==> src/rtl/axi_burst_master_if.sv <==
// Command, write-stream, read-stream, completion and AXI4 channel signals of the burst master.
// Every valid/ready pair transfers one item on a rising clock edge where both are high; a
// producer holds valid and payload stable until that edge, and ready may change freely.
interface axi_burst_master_if #(
  parameter int ADDR_W = 32,
  parameter int DATA_W = 32
);
  logic              cmd_valid, cmd_ready, cmd_write;
  logic [ADDR_W-1:0] cmd_addr;
  logic [7:0]        cmd_len;
  logic [1:0]        cmd_burst;
  logic [DATA_W-1:0] wr_data;
  logic              wr_valid, wr_ready;
  logic [DATA_W-1:0] rd_data;
  logic              rd_valid, rd_last, rd_ready;
  logic              done, done_err;
  logic [1:0]        done_resp;

  logic [ADDR_W-1:0] awaddr, araddr;
  logic [7:0]        awlen, arlen;
  logic [2:0]        awsize, arsize;
  logic [1:0]        awburst, arburst;
  logic              awvalid, awready, arvalid, arready;
  logic [DATA_W-1:0] wdata, rdata;
  logic [DATA_W/8-1:0] wstrb;
  logic              wlast, wvalid, wready;
  logic [1:0]        bresp, rresp;
  logic              bvalid, bready;
  logic              rlast, rvalid, rready;

  modport master (
    input  cmd_valid, cmd_write, cmd_addr, cmd_len, cmd_burst, wr_data, wr_valid, rd_ready,
    input  awready, wready, bresp, bvalid, arready, rdata, rresp, rlast, rvalid,
    output cmd_ready, wr_ready, rd_data, rd_valid, rd_last, done, done_resp, done_err,
    output awaddr, awlen, awsize, awburst, awvalid, wdata, wstrb, wlast, wvalid, bready,
    output araddr, arlen, arsize, arburst, arvalid, rready
  );

  modport slave (
    output cmd_valid, cmd_write, cmd_addr, cmd_len, cmd_burst, wr_data, wr_valid, rd_ready,
    output awready, wready, bresp, bvalid, arready, rdata, rresp, rlast, rvalid,
    input  cmd_ready, wr_ready, rd_data, rd_valid, rd_last, done, done_resp, done_err,
    input  awaddr, awlen, awsize, awburst, awvalid, wdata, wstrb, wlast, wvalid, bready,
    input  araddr, arlen, arsize, arburst, arvalid, rready
  );
endinterface

==> src/rtl/axi_burst_master.sv <==
// AXI4 burst master: takes one checked read/write command at a time, runs it as a single
// FIXED/INCR/WRAP burst and reports completion with a worst-case response and error flag.
module axi_burst_master #(
  parameter int ADDR_W  = 32,
  parameter int DATA_W  = 32,
  parameter int MAX_LEN = 16
) (
  input  logic               aclk,
  input  logic               areset,
  axi_burst_master_if.master bus,
  output logic [2:0]         dbg_state
);
  localparam int                BYTES      = DATA_W / 8;
  localparam logic [2:0]        AXSIZE     = 3'($clog2(BYTES));
  localparam logic [ADDR_W-1:0] ALIGN_MASK = ADDR_W'(BYTES - 1);

  typedef enum logic [2:0] {
    S_IDLE, S_CHECK, S_AW, S_WDATA, S_WRESP, S_AR, S_RDATA, S_DONE
  } state_t;

  state_t            state;
  logic              c_write;
  logic [ADDR_W-1:0] c_addr;
  logic [7:0]        c_len;
  logic [1:0]        c_burst;
  logic [7:0]        beat_cnt;
  logic [1:0]        resp_acc;
  logic              rlast_err;
  logic [13:0]       incr_end;
  logic              reject;
  logic              last_beat;

  function automatic logic [1:0] worst(input logic [1:0] a, input logic [1:0] b);
    return (a > b) ? a : b;
  endfunction

  // Legality of the registered command; incr_end is the byte offset just past the burst.
  always_comb begin
    incr_end = 14'(c_addr[11:0]) + (14'(c_len) + 14'd1) * 14'(BYTES);
    reject   = 1'b0;
    if (c_burst == 2'b11) reject = 1'b1;
    if (9'(c_len) >= 9'(MAX_LEN)) reject = 1'b1;
    if ((c_addr & ALIGN_MASK) != '0) reject = 1'b1;
    if (c_burst == 2'b10 && !(c_len inside {8'd1, 8'd3, 8'd7, 8'd15})) reject = 1'b1;
    if (c_burst == 2'b01 && incr_end > 14'd4096) reject = 1'b1;
  end

  assign last_beat     = (beat_cnt == c_len);
  assign dbg_state     = state;
  assign bus.cmd_ready = (state == S_IDLE);

  // Data beats pass straight through; the FSM only gates them and counts.
  assign bus.wvalid   = (state == S_WDATA) && bus.wr_valid;
  assign bus.wr_ready = (state == S_WDATA) && bus.wready;
  assign bus.wdata    = bus.wr_data;
  assign bus.wstrb    = '1;
  assign bus.wlast    = (state == S_WDATA) && last_beat;
  assign bus.rready   = (state == S_RDATA) && bus.rd_ready;
  assign bus.rd_valid = (state == S_RDATA) && bus.rvalid;
  assign bus.rd_data  = bus.rdata;
  assign bus.rd_last  = (state == S_RDATA) && last_beat;
  assign bus.awsize   = AXSIZE;
  assign bus.arsize   = AXSIZE;

  always_ff @(posedge aclk) begin
    if (areset) begin
      state         <= S_IDLE;
      c_write       <= 1'b0;
      c_addr        <= '0;
      c_len         <= '0;
      c_burst       <= '0;
      beat_cnt      <= '0;
      resp_acc      <= '0;
      rlast_err     <= 1'b0;
      bus.awvalid   <= 1'b0;
      bus.awaddr    <= '0;
      bus.awlen     <= '0;
      bus.awburst   <= '0;
      bus.arvalid   <= 1'b0;
      bus.araddr    <= '0;
      bus.arlen     <= '0;
      bus.arburst   <= '0;
      bus.bready    <= 1'b0;
      bus.done      <= 1'b0;
      bus.done_resp <= 2'b00;
      bus.done_err  <= 1'b0;
    end else begin
      bus.done <= 1'b0;
      case (state)
        S_IDLE: if (bus.cmd_valid) begin
          c_write <= bus.cmd_write;
          c_addr  <= bus.cmd_addr;
          c_len   <= bus.cmd_len;
          c_burst <= bus.cmd_burst;
          state   <= S_CHECK;
        end
        S_CHECK: begin
          beat_cnt  <= '0;
          resp_acc  <= 2'b00;
          rlast_err <= 1'b0;
          if (reject) begin
            bus.done      <= 1'b1;
            bus.done_resp <= 2'b10;
            bus.done_err  <= 1'b1;
            state         <= S_DONE;
          end else if (c_write) begin
            bus.awaddr  <= c_addr;
            bus.awlen   <= c_len;
            bus.awburst <= c_burst;
            bus.awvalid <= 1'b1;
            state       <= S_AW;
          end else begin
            bus.araddr  <= c_addr;
            bus.arlen   <= c_len;
            bus.arburst <= c_burst;
            bus.arvalid <= 1'b1;
            state       <= S_AR;
          end
        end
        S_AW: if (bus.awready) begin
          bus.awvalid <= 1'b0;
          state       <= S_WDATA;
        end
        S_WDATA: if (bus.wr_valid && bus.wready) begin
          if (last_beat) begin
            bus.bready <= 1'b1;
            state      <= S_WRESP;
          end else begin
            beat_cnt <= beat_cnt + 8'd1;
          end
        end
        S_WRESP: if (bus.bvalid) begin
          bus.bready    <= 1'b0;
          bus.done      <= 1'b1;
          bus.done_resp <= bus.bresp;
          bus.done_err  <= 1'b0;
          state         <= S_DONE;
        end
        S_AR: if (bus.arready) begin
          bus.arvalid <= 1'b0;
          state       <= S_RDATA;
        end
        // Exactly len+1 beats are consumed regardless of where the slave puts rlast.
        S_RDATA: if (bus.rvalid && bus.rd_ready) begin
          if (last_beat) begin
            bus.done <= 1'b1;
            if (rlast_err || !bus.rlast) begin
              bus.done_resp <= 2'b10;
              bus.done_err  <= 1'b1;
            end else begin
              bus.done_resp <= worst(resp_acc, bus.rresp);
              bus.done_err  <= 1'b0;
            end
            state <= S_DONE;
          end else begin
            beat_cnt <= beat_cnt + 8'd1;
            resp_acc <= worst(resp_acc, bus.rresp);
            if (bus.rlast) rlast_err <= 1'b1;
          end
        end
        S_DONE:  state <= S_IDLE;
        default: state <= S_IDLE;
      endcase
    end
  end
endmodule

==> src/flat_wrapper.sv <==
// flat-port wrapper written by rule: the top's interface ports become plain ports
module axi_burst_master_flat 
#(
  parameter int ADDR_W  = 32,
  parameter int DATA_W  = 32,
  parameter int MAX_LEN = 16
)
  (aclk, areset, dbg_state, bus_cmd_valid, bus_cmd_write, bus_cmd_addr, bus_cmd_len, bus_cmd_burst, bus_wr_data, bus_wr_valid, bus_rd_ready, bus_awready, bus_wready, bus_bresp, bus_bvalid, bus_arready, bus_rdata, bus_rresp, bus_rlast, bus_rvalid, bus_cmd_ready, bus_wr_ready, bus_rd_data, bus_rd_valid, bus_rd_last, bus_done, bus_done_resp, bus_done_err, bus_awaddr, bus_awlen, bus_awsize, bus_awburst, bus_awvalid, bus_wdata, bus_wstrb, bus_wlast, bus_wvalid, bus_bready, bus_araddr, bus_arlen, bus_arsize, bus_arburst, bus_arvalid, bus_rready);
  axi_burst_master_if #(.ADDR_W(ADDR_W), .DATA_W(DATA_W)) bus_i ();
  input  logic aclk;
  input  logic areset;
  output logic [2:0] dbg_state;
  input wire logic [$bits(bus_i.cmd_valid)-1:0] bus_cmd_valid;
  input wire logic [$bits(bus_i.cmd_write)-1:0] bus_cmd_write;
  input wire logic [$bits(bus_i.cmd_addr)-1:0] bus_cmd_addr;
  input wire logic [$bits(bus_i.cmd_len)-1:0] bus_cmd_len;
  input wire logic [$bits(bus_i.cmd_burst)-1:0] bus_cmd_burst;
  input wire logic [$bits(bus_i.wr_data)-1:0] bus_wr_data;
  input wire logic [$bits(bus_i.wr_valid)-1:0] bus_wr_valid;
  input wire logic [$bits(bus_i.rd_ready)-1:0] bus_rd_ready;
  input wire logic [$bits(bus_i.awready)-1:0] bus_awready;
  input wire logic [$bits(bus_i.wready)-1:0] bus_wready;
  input wire logic [$bits(bus_i.bresp)-1:0] bus_bresp;
  input wire logic [$bits(bus_i.bvalid)-1:0] bus_bvalid;
  input wire logic [$bits(bus_i.arready)-1:0] bus_arready;
  input wire logic [$bits(bus_i.rdata)-1:0] bus_rdata;
  input wire logic [$bits(bus_i.rresp)-1:0] bus_rresp;
  input wire logic [$bits(bus_i.rlast)-1:0] bus_rlast;
  input wire logic [$bits(bus_i.rvalid)-1:0] bus_rvalid;
  output wire logic [$bits(bus_i.cmd_ready)-1:0] bus_cmd_ready;
  output wire logic [$bits(bus_i.wr_ready)-1:0] bus_wr_ready;
  output wire logic [$bits(bus_i.rd_data)-1:0] bus_rd_data;
  output wire logic [$bits(bus_i.rd_valid)-1:0] bus_rd_valid;
  output wire logic [$bits(bus_i.rd_last)-1:0] bus_rd_last;
  output wire logic [$bits(bus_i.done)-1:0] bus_done;
  output wire logic [$bits(bus_i.done_resp)-1:0] bus_done_resp;
  output wire logic [$bits(bus_i.done_err)-1:0] bus_done_err;
  output wire logic [$bits(bus_i.awaddr)-1:0] bus_awaddr;
  output wire logic [$bits(bus_i.awlen)-1:0] bus_awlen;
  output wire logic [$bits(bus_i.awsize)-1:0] bus_awsize;
  output wire logic [$bits(bus_i.awburst)-1:0] bus_awburst;
  output wire logic [$bits(bus_i.awvalid)-1:0] bus_awvalid;
  output wire logic [$bits(bus_i.wdata)-1:0] bus_wdata;
  output wire logic [$bits(bus_i.wstrb)-1:0] bus_wstrb;
  output wire logic [$bits(bus_i.wlast)-1:0] bus_wlast;
  output wire logic [$bits(bus_i.wvalid)-1:0] bus_wvalid;
  output wire logic [$bits(bus_i.bready)-1:0] bus_bready;
  output wire logic [$bits(bus_i.araddr)-1:0] bus_araddr;
  output wire logic [$bits(bus_i.arlen)-1:0] bus_arlen;
  output wire logic [$bits(bus_i.arsize)-1:0] bus_arsize;
  output wire logic [$bits(bus_i.arburst)-1:0] bus_arburst;
  output wire logic [$bits(bus_i.arvalid)-1:0] bus_arvalid;
  output wire logic [$bits(bus_i.rready)-1:0] bus_rready;
  assign bus_i.cmd_valid = bus_cmd_valid;
  assign bus_i.cmd_write = bus_cmd_write;
  assign bus_i.cmd_addr = bus_cmd_addr;
  assign bus_i.cmd_len = bus_cmd_len;
  assign bus_i.cmd_burst = bus_cmd_burst;
  assign bus_i.wr_data = bus_wr_data;
  assign bus_i.wr_valid = bus_wr_valid;
  assign bus_i.rd_ready = bus_rd_ready;
  assign bus_i.awready = bus_awready;
  assign bus_i.wready = bus_wready;
  assign bus_i.bresp = bus_bresp;
  assign bus_i.bvalid = bus_bvalid;
  assign bus_i.arready = bus_arready;
  assign bus_i.rdata = bus_rdata;
  assign bus_i.rresp = bus_rresp;
  assign bus_i.rlast = bus_rlast;
  assign bus_i.rvalid = bus_rvalid;
  assign bus_cmd_ready = bus_i.cmd_ready;
  assign bus_wr_ready = bus_i.wr_ready;
  assign bus_rd_data = bus_i.rd_data;
  assign bus_rd_valid = bus_i.rd_valid;
  assign bus_rd_last = bus_i.rd_last;
  assign bus_done = bus_i.done;
  assign bus_done_resp = bus_i.done_resp;
  assign bus_done_err = bus_i.done_err;
  assign bus_awaddr = bus_i.awaddr;
  assign bus_awlen = bus_i.awlen;
  assign bus_awsize = bus_i.awsize;
  assign bus_awburst = bus_i.awburst;
  assign bus_awvalid = bus_i.awvalid;
  assign bus_wdata = bus_i.wdata;
  assign bus_wstrb = bus_i.wstrb;
  assign bus_wlast = bus_i.wlast;
  assign bus_wvalid = bus_i.wvalid;
  assign bus_bready = bus_i.bready;
  assign bus_araddr = bus_i.araddr;
  assign bus_arlen = bus_i.arlen;
  assign bus_arsize = bus_i.arsize;
  assign bus_arburst = bus_i.arburst;
  assign bus_arvalid = bus_i.arvalid;
  assign bus_rready = bus_i.rready;
  axi_burst_master #(.ADDR_W(ADDR_W), .DATA_W(DATA_W), .MAX_LEN(MAX_LEN)) u_core (.aclk(aclk), .areset(areset), .bus(bus_i), .dbg_state(dbg_state));
endmodule
==> config.mk <==
export PLATFORM = sky130hd
export DESIGN_NAME = axi_burst_master_flat
export DESIGN_NICKNAME = d
export VERILOG_FILES = /design/src/rtl/axi_burst_master_if.sv /design/src/rtl/axi_burst_master.sv /design/src/flat_wrapper.sv
export SDC_FILE = /design/constraint.sdc
export NUM_CORES = 1
export LEC_CHECK = 0
export ABC_AREA = 1
export CORE_MARGIN = 2
export CORE_UTILIZATION = 47
export CTS_CLUSTER_DIAMETER = 150
export DETAILED_ROUTE_END_ITERATION = 6
export GPL_TIMING_DRIVEN = 0
export PLACE_DENSITY = 0.86
export SYNTH_ARGS = -nofsm -noshare
export SYNTH_HDL_FRONTEND = slang
export SYNTH_SLANG_ARGS = --single-unit
==> constraint.sdc <==
create_clock -name aclk -period 4.8 [get_ports aclk]
set_input_delay 1.2 -clock aclk [delete_from_list [all_inputs] [get_ports aclk]]
set_output_delay 1.2 -clock aclk [all_outputs]
set_load 0.005 [all_outputs]
==> impl_summary.md <==
Timing
The worst path needs 3.82 ns of the cycle, external delays included. The max-slew violation total from the final report is 0. The transition time at the pin with the least slew margin is 0.767 ns. On the final layout, the worst hold slack is 0.452 ns.

Adding up every negative setup slack in the final design gives 0 ns. Across the routed clock network, the largest skew measured is 0.00687 ns. Timing would allow up to 0.261 GHz. The final number of hold-violating endpoints is 0.

Once routing completed, OpenROAD measured the worst setup slack at 0.976 ns. The post-route clock period utilization is 79.7%. Setup repair after global routing left no endpoint under its margin. The setup-violating endpoint count in the final report is 0. Measured against its own limit, the worst slew margin works out to 48.9%.

Synth
The post-synthesis instance total is 1037. The synthesized design contains 148 register bits. Each instance of the synthesized netlist takes up on average 7.08 um^2. For this run, the register share of the synthesized area comes to 40.3%.

The total number of yosys warnings is 0. The cell area after synthesis is 7350 um^2. The number of distinct library cells after synthesis is 35.

Place
During placement, the flow inserted port buffers numbering 220. The congestion estimate from routability-driven global placement came to 0.897. The post-detailed-placement half-perimeter wirelength is 16.6 mm. Prior to clock tree synthesis, the placed netlist has a worst setup slack of 1.06 ns.

Power and ir drop
In this run the static leakage power is 4.49 nW. For this design the ratio of total power to cell area is 472 nW/um^2. The fraction of power consumed by sequential logic is 33.0%. The clock network accounts for 29.8% of the total power. The switching power share of the total is 36.1%. The share of power burned in combinational logic is 37.2%. The maximum resistive drop on vdd is 0.341 mV. Summed over all nets, the switching power comes to 1.78 mW. The internal power of the cells totals 3.16 mW.

Run
The max-cap violation count is 0.

Detailed routing
After detailed routing, the number of vias per cell comes to 4.95. After detailed routing, the number of remaining DRC violations is 0. The total detailed-routing wirelength is 22.3 mm. The first TritonRoute pass finished after 5 iterations. The final route contains 7461 vias. The post-detailed-route count of antenna-violating nets is 0. The mean routed wirelength per cell is 14.8 um. The iteration-0 DRC count of the detailed router is 495.

Worst setup path
The end of the worst register-to-register path is u_core.bus.araddr[10]$_SDFFE_PP0P_. The worst setup path is of the reg -> reg kind. For the worst setup path, the data arrival time is 4.15 ns. The worst setup path startpoint is u_core.c_len[0]$_SDFFE_PP0P_. Following the worst setup path forward leads to its endpoint at u_core.bus.araddr[10]$_SDFFE_PP0P_. For the worst flop-to-flop path, the logic depth is 21. The startpoint class of the critical path is a flop.

Along the worst path, the maximum fanout reaches 10. The startpoint identified for the worst register-to-register timing path is u_core.c_len[0]$_SDFFE_PP0P_. STA classifies the critical path endpoint as a flop. STA puts the critical path data required time at 5.12 ns. The worst-case register-to-register setup slack is 0.98 ns.

Die
The count of boundary I/O pins is 297. The placeable core area is 15300 um^2. The initial utilization of the core area, before any placement, comes to 48.1%. The die height is 129 um. The horizontal extent of the die is 129 um. The floorplan step defined a die boundary enclosing 16600 um^2. The total number of placement rows is 45.

GRT
The number of antenna violations at the first check in global routing is 0. Entering global routing, the biggest net connects 17 pins. The aggregate global routing overflow is 0. The first global-routing pass estimated 34.4 mm of wire. Global routing used 26.4% of the available tracks. The number of global-route vias before repair is 6961.

Clock tree
The clock tree root driver cell is clkbuf_16. The CTS tree is yes. After clock tree synthesis, the clock-pin slew on the worst setup and hold paths is 0.06 ns. For this design, the CTS-stage hold fixing added 0 buffers.

Clock tree synthesis inserted a total of 17 buffers. The number of buffers added for setup after CTS is 0. The count of cells resized by post-cts repair is 0.

In this run the number of H-tree levels came out at 4. Clock latency on the worst-skew pair, taken at its later pin, is 0.44 ns. The number of sinks driven by the clock tree is 148. The deepest clock path buffer count is 2.

Finish
The library cell used most frequently in the layout, excluding fill and tap cells, is clkdlybuf4s50_1. The count of fill cells added during filler insertion is 1234. Leaving out fill and tap cells, the most frequent cells in the layout are clkdlybuf4s50_1, nand2_1, inv_1, dfxtp_1, a21oi_1. The combined flip-flop and latch cell area is 2960 um^2.

The share of post-route cells with drive strength above 1 is 9.95%. The area growth from synthesis to layout is 42.8%. The net count of the finished layout is 1424. The final antenna diode count is 0. The multi-input combinational cells in the finished layout cover a total of 3010 um^2.

Status
The flow ran to the end, and the final reports show no timing, DRC or antenna violations.

Worst hold path
The class of the worst hold path is reg -> reg.
[cells by family (layout without fill, tap and decap cells)]
| logic type | after synthesis | in the layout | share of synthesized area (%) |
|---|---|---|---|
| and+or+nand+nor | 406 | 406 | 23.8 |
| adders and majority gates | 18 | 18 | 3.17 |
| buffers and inverters | 281 | 532 | 19.1 |
| DFF | 148 | 148 | 40.3 |
| AOI/OAI and AO/OA | 169 | 169 | 11.9 |
| other | 2 | 10 | 0.102 |
| xor gates and xnor gates | 13 | 13 | 1.55 |
[metal layers]
layer | GRT usage [%] | vias to the layer above | wire (um)
met5 | 0 | - | 0
met4 | 10.7 | 0 | 653
met3 | 6.36 | 57 | 1960
met2 | 46.3 | 347 | 10700
met1 | 31.0 | 3387 | 8970
li1 | - | 3670 | -
[metrics by stage]
stage | total power [mW] | cell area (um^2) | util [%] | instances
after floorplan | 2.72 | 7380 | - | 1045
after global placement | 3.40 | 9840 | 64.5 | 1476
after detailed placement | 3.46 | 9840 | 64.5 | 1476
after CTS | 4.93 | 10500 | 68.7 | 1507
after global routing | 5.23 | 10500 | 68.7 | 1507
final | 4.95 | 10500 | 68.7 | 1507
[layout make-up]
cell class | count | share of cell area, %
plain buffers | 121 | 7.65
inverters | 160 | 5.73
multi-input cells | 616 | 28.7
clock inverters | 11 | 1.90
repair buffers | 220 | 21.0
flip-flops and latches | 148 | 28.3
clock buffers | 20 | 4.26
well taps | 211 | 2.52
[synthesized netlist by cell type]
cell / number / area (um^2)
a211oi_1: 3 / 22.5
a21o_1: 1 / 7.51
a21oi_1: 102 / 510
a221o_1: 1 / 10.0
a221oi_1: 2 / 17.5
and3_1: 6 / 37.5
buf_1: 2 / 7.51
buf_2: 2 / 10.0
buf_4: 74 / 556
buf_6: 9 / 101
clkbuf_1: 34 / 128
clkinv_1: 1 / 3.75
conb_1: 2 / 7.51
dfxtp_1: 148 / 2960
fa_1: 1 / 20.0
ha_1: 17 / 213
inv_1: 157 / 589
inv_2: 2 / 7.51
nand2_1: 196 / 736
nand2_2: 8 / 50.1
nand2_4: 2 / 22.5
nand3_1: 98 / 490
nand3b_1: 2 / 15.0
nand4_1: 4 / 25.0
nor2_1: 76 / 285
nor2_2: 1 / 6.26
nor2_4: 2 / 22.5
nor3_1: 9 / 45.0
nor3b_1: 2 / 15.0
o211ai_1: 2 / 15.0
o21ai_0: 53 / 265
o21ai_1: 3 / 15.0
o22ai_1: 2 / 12.5
xnor2_1: 2 / 17.5
xor2_1: 11 / 96.3
[worst min path at each step]
stage	startpoint	end	slack [ns]	cells past startpoint
2_1_floorplan	u_core.rlast_err$_SDFFE_PP0P_	u_core.rlast_err$_SDFFE_PP0P_	0.43	2
3_3_place_gp	u_core.bus.awvalid$_SDFFE_PP0P_	u_core.bus.awvalid$_SDFFE_PP0P_	0.43	2
3_5_place_dp	u_core.bus.awvalid$_SDFFE_PP0P_	u_core.bus.awvalid$_SDFFE_PP0P_	0.44	2
4_1_cts	u_core.bus.awvalid$_SDFFE_PP0P_	u_core.bus.awvalid$_SDFFE_PP0P_	0.45	2
5_1_grt	u_core.bus.awvalid$_SDFFE_PP0P_	u_core.bus.awvalid$_SDFFE_PP0P_	0.48	2
6_report	u_core.bus.awvalid$_SDFFE_PP0P_	u_core.bus.awvalid$_SDFFE_PP0P_	0.45	2
[power groups by stage]
stage               logic, mW  clock network, mW  registers, mW
global route             2.05               1.53           1.66
floorplan                1.10                  0           1.61
global placement         1.76                  0           1.65
CTS                      1.83               1.47           1.63
detailed placement       1.81                  0           1.65
finish                   1.84               1.48           1.63
[registers in the layout, summed over array words and instances, names as in the netlist, 3 cells and up]
signal,cells
u_core.beat_cnt,8
u_core.c_len,8
u_core.bus.arlen,8
u_core.dbg_state,3
u_core.c_addr,32
u_core.bus.awaddr,32
u_core.bus.araddr,32
u_core.bus.awlen,8
[critical path, stage by stage, from the launching register on]
cell	delay, ns
dfxtp_1	0.49
inv_1	0.15
nor3_1	0.31
nand3_1	0.17
nor3_1	0.21
xor2_1	0.24
ha_1	0.32
nand2_1	0.11
inv_1	0.04
a21oi_1	0.17
nand2_1	0.10
nand2_1	0.06
nand2_1	0.04
nor2_1	0.09
nand3_1	0.08
nand2_1	0.14
nand2_2	0.12
nor2_4	0.15
nand2_4	0.11
clkbuf_1	0.27
o21ai_0	0.27
nor2_1	0.06
(Power assumes the default switching activity.)
==> patch: new RTL, same settings <==
`ADDR_W` is set to 32 in 3 places; all go to 36.
--- a/src/rtl/axi_burst_master_if.sv
+++ b/src/rtl/axi_burst_master_if.sv
@@ -2,7 +2,7 @@
 // Every valid/ready pair transfers one item on a rising clock edge where both are high; a
 // producer holds valid and payload stable until that edge, and ready may change freely.
 interface axi_burst_master_if #(
-  parameter int ADDR_W = 32,
+  parameter int ADDR_W = 36,
   parameter int DATA_W = 32
 );
   logic              cmd_valid, cmd_ready, cmd_write;
--- a/src/rtl/axi_burst_master.sv
+++ b/src/rtl/axi_burst_master.sv
@@ -1,7 +1,7 @@
 // AXI4 burst master: takes one checked read/write command at a time, runs it as a single
 // FIXED/INCR/WRAP burst and reports completion with a worst-case response and error flag.
 module axi_burst_master #(
-  parameter int ADDR_W  = 32,
+  parameter int ADDR_W  = 36,
   parameter int DATA_W  = 32,
   parameter int MAX_LEN = 16
 ) (
--- a/src/flat_wrapper.sv
+++ b/src/flat_wrapper.sv
@@ -1,7 +1,7 @@
 // flat-port wrapper written by rule: the top's interface ports become plain ports
 module axi_burst_master_flat 
 #(
-  parameter int ADDR_W  = 32,
+  parameter int ADDR_W  = 36,
   parameter int DATA_W  = 32,
   parameter int MAX_LEN = 16
 )
Interface: changed (resized bus_araddr, bus_awaddr and bus_cmd_addr); port bits go from 297 to 309. The function was not compared with the original's and may differ.
==> patch against the original RTL <==
Area after synthesis rose by 2.6%. Sequential power rose by 12%. Routed wire length rose by 2.2%. Global-route usage fell by 0.30 points. Total power fell by 0.16%. Final area rose by 2.3%. Worst hold slack got worse by 11 ps. Sequential cell count rose by 12. Worst setup slack got worse by 16 ps.
==> patch: results (changes against the original RTL) <==
Power
  – Peak VDD IR: 0.302 mV (was 0.341 mV)
  – Final Total Pwr: 4.94 mW (was 4.95 mW)
  – Leak: 4.40 nW (was 4.49 nW)
  – Combinational share of power: 36.6% (was 37.2%)
  – Sw Pwr: 1.79 mW (was 1.78 mW)

Finish
  – Layout cells sized above 1: 11.2% (was 9.95%)
  – Largest registers: u_core.bus.araddr (36), u_core.bus.awaddr (36), u_core.c_addr (36) (was u_core.bus.araddr (32), u_core.bus.awaddr (32), u_core.c_addr (32))

Global routing
  – Met2 usage: 44.9% (was 46.3%)
  – Vias in the first global route: 7092 (was 6961)
  – GR Util All Layers: 26.1% (was 26.4%)

Yosys
  – Adder-cell share of the synthesized area: 3.09% (was 3.17%)
  – Synth Area in Compound Gates: 18.0% (was 11.9%)
  – Post-Syn Instances: 1009 (was 1037)
  – Synth Area in XOR/XNOR: 1.63% (was 1.55%)
  – Top cells by area, synth: dfxtp_1 43%, a21oi_1 10%, inv_1 7.5% (was dfxtp_1 40%, nand2_1 10%, inv_1 8.0%)

Critical path
  – Worst EP arrival: 2640 ps (was 4150 ps)
  – Worst r2r path cells: 19 (was 21)
  – Largest delay share family, worst path: buffers and inverters (was simple AND/OR/NAND/NOR gates)
  – Worst r2r dst: u_core.bus.arlen[3]$_SDFFE_PP0P_ (was u_core.bus.araddr[10]$_SDFFE_PP0P_)
  – Critical-path top delay cell: clkdlybuf4s50_1 (was dfxtp_1)

Placement
  – GP Congestion: 0.908 (was 0.897)
  – Placed Instance Area: 10200 sq um (was 9840 sq um)

Timing
  – Max Clock Skew: 8.02 ps (was 6.87 ps)
  – Fmax: 260 MHz (was 261 MHz)

Drt
  – Drt via density: 5.06 (was 4.95)
  – Routed WL: 22800 microns (was 22300 microns)
  – Post-DR wirelength/cell: 15.2 microns (was 14.8 microns)

Status
  – Run status: complete, no violations (unchanged)
## patch: cell types whose count changed after synthesis, sizes merged, moves of 3 or more
cell | unedited run | this run
xnor2 | 2 | 7
buf | 87 | 92
nor2 | 79 | 48
and3 | 6 | 0
a21oi | 102 | 152
nand2 | 206 | 125
o21ai | 56 | 100
dfxtp | 148 | 160
o21bai | 0 | 3
nand3 | 98 | 74
xor2 | 11 | 7
## patch: final cells by class
type	count	area, sq um	share of cell area (%)
sequential	160	3200	29.9
clock buffer	17	425	3.97
clock inverter	15	136	1.27
multi-input combinational	573	2940	27.4
tap	216	270	2.52
inverter	159	599	5.59
buffer	125	827	7.71
timing repair buffer	233	2330	21.7
## patch: kinds of logic after synthesis
kind of cell,after synthesis
AO/OA/AOI/OAI,263
XOR/XNOR,14
adder cells (fa/ha/maj),18
buffers and inverters,284
flip-flops,160
other,2
AND/OR/NAND/NOR,268
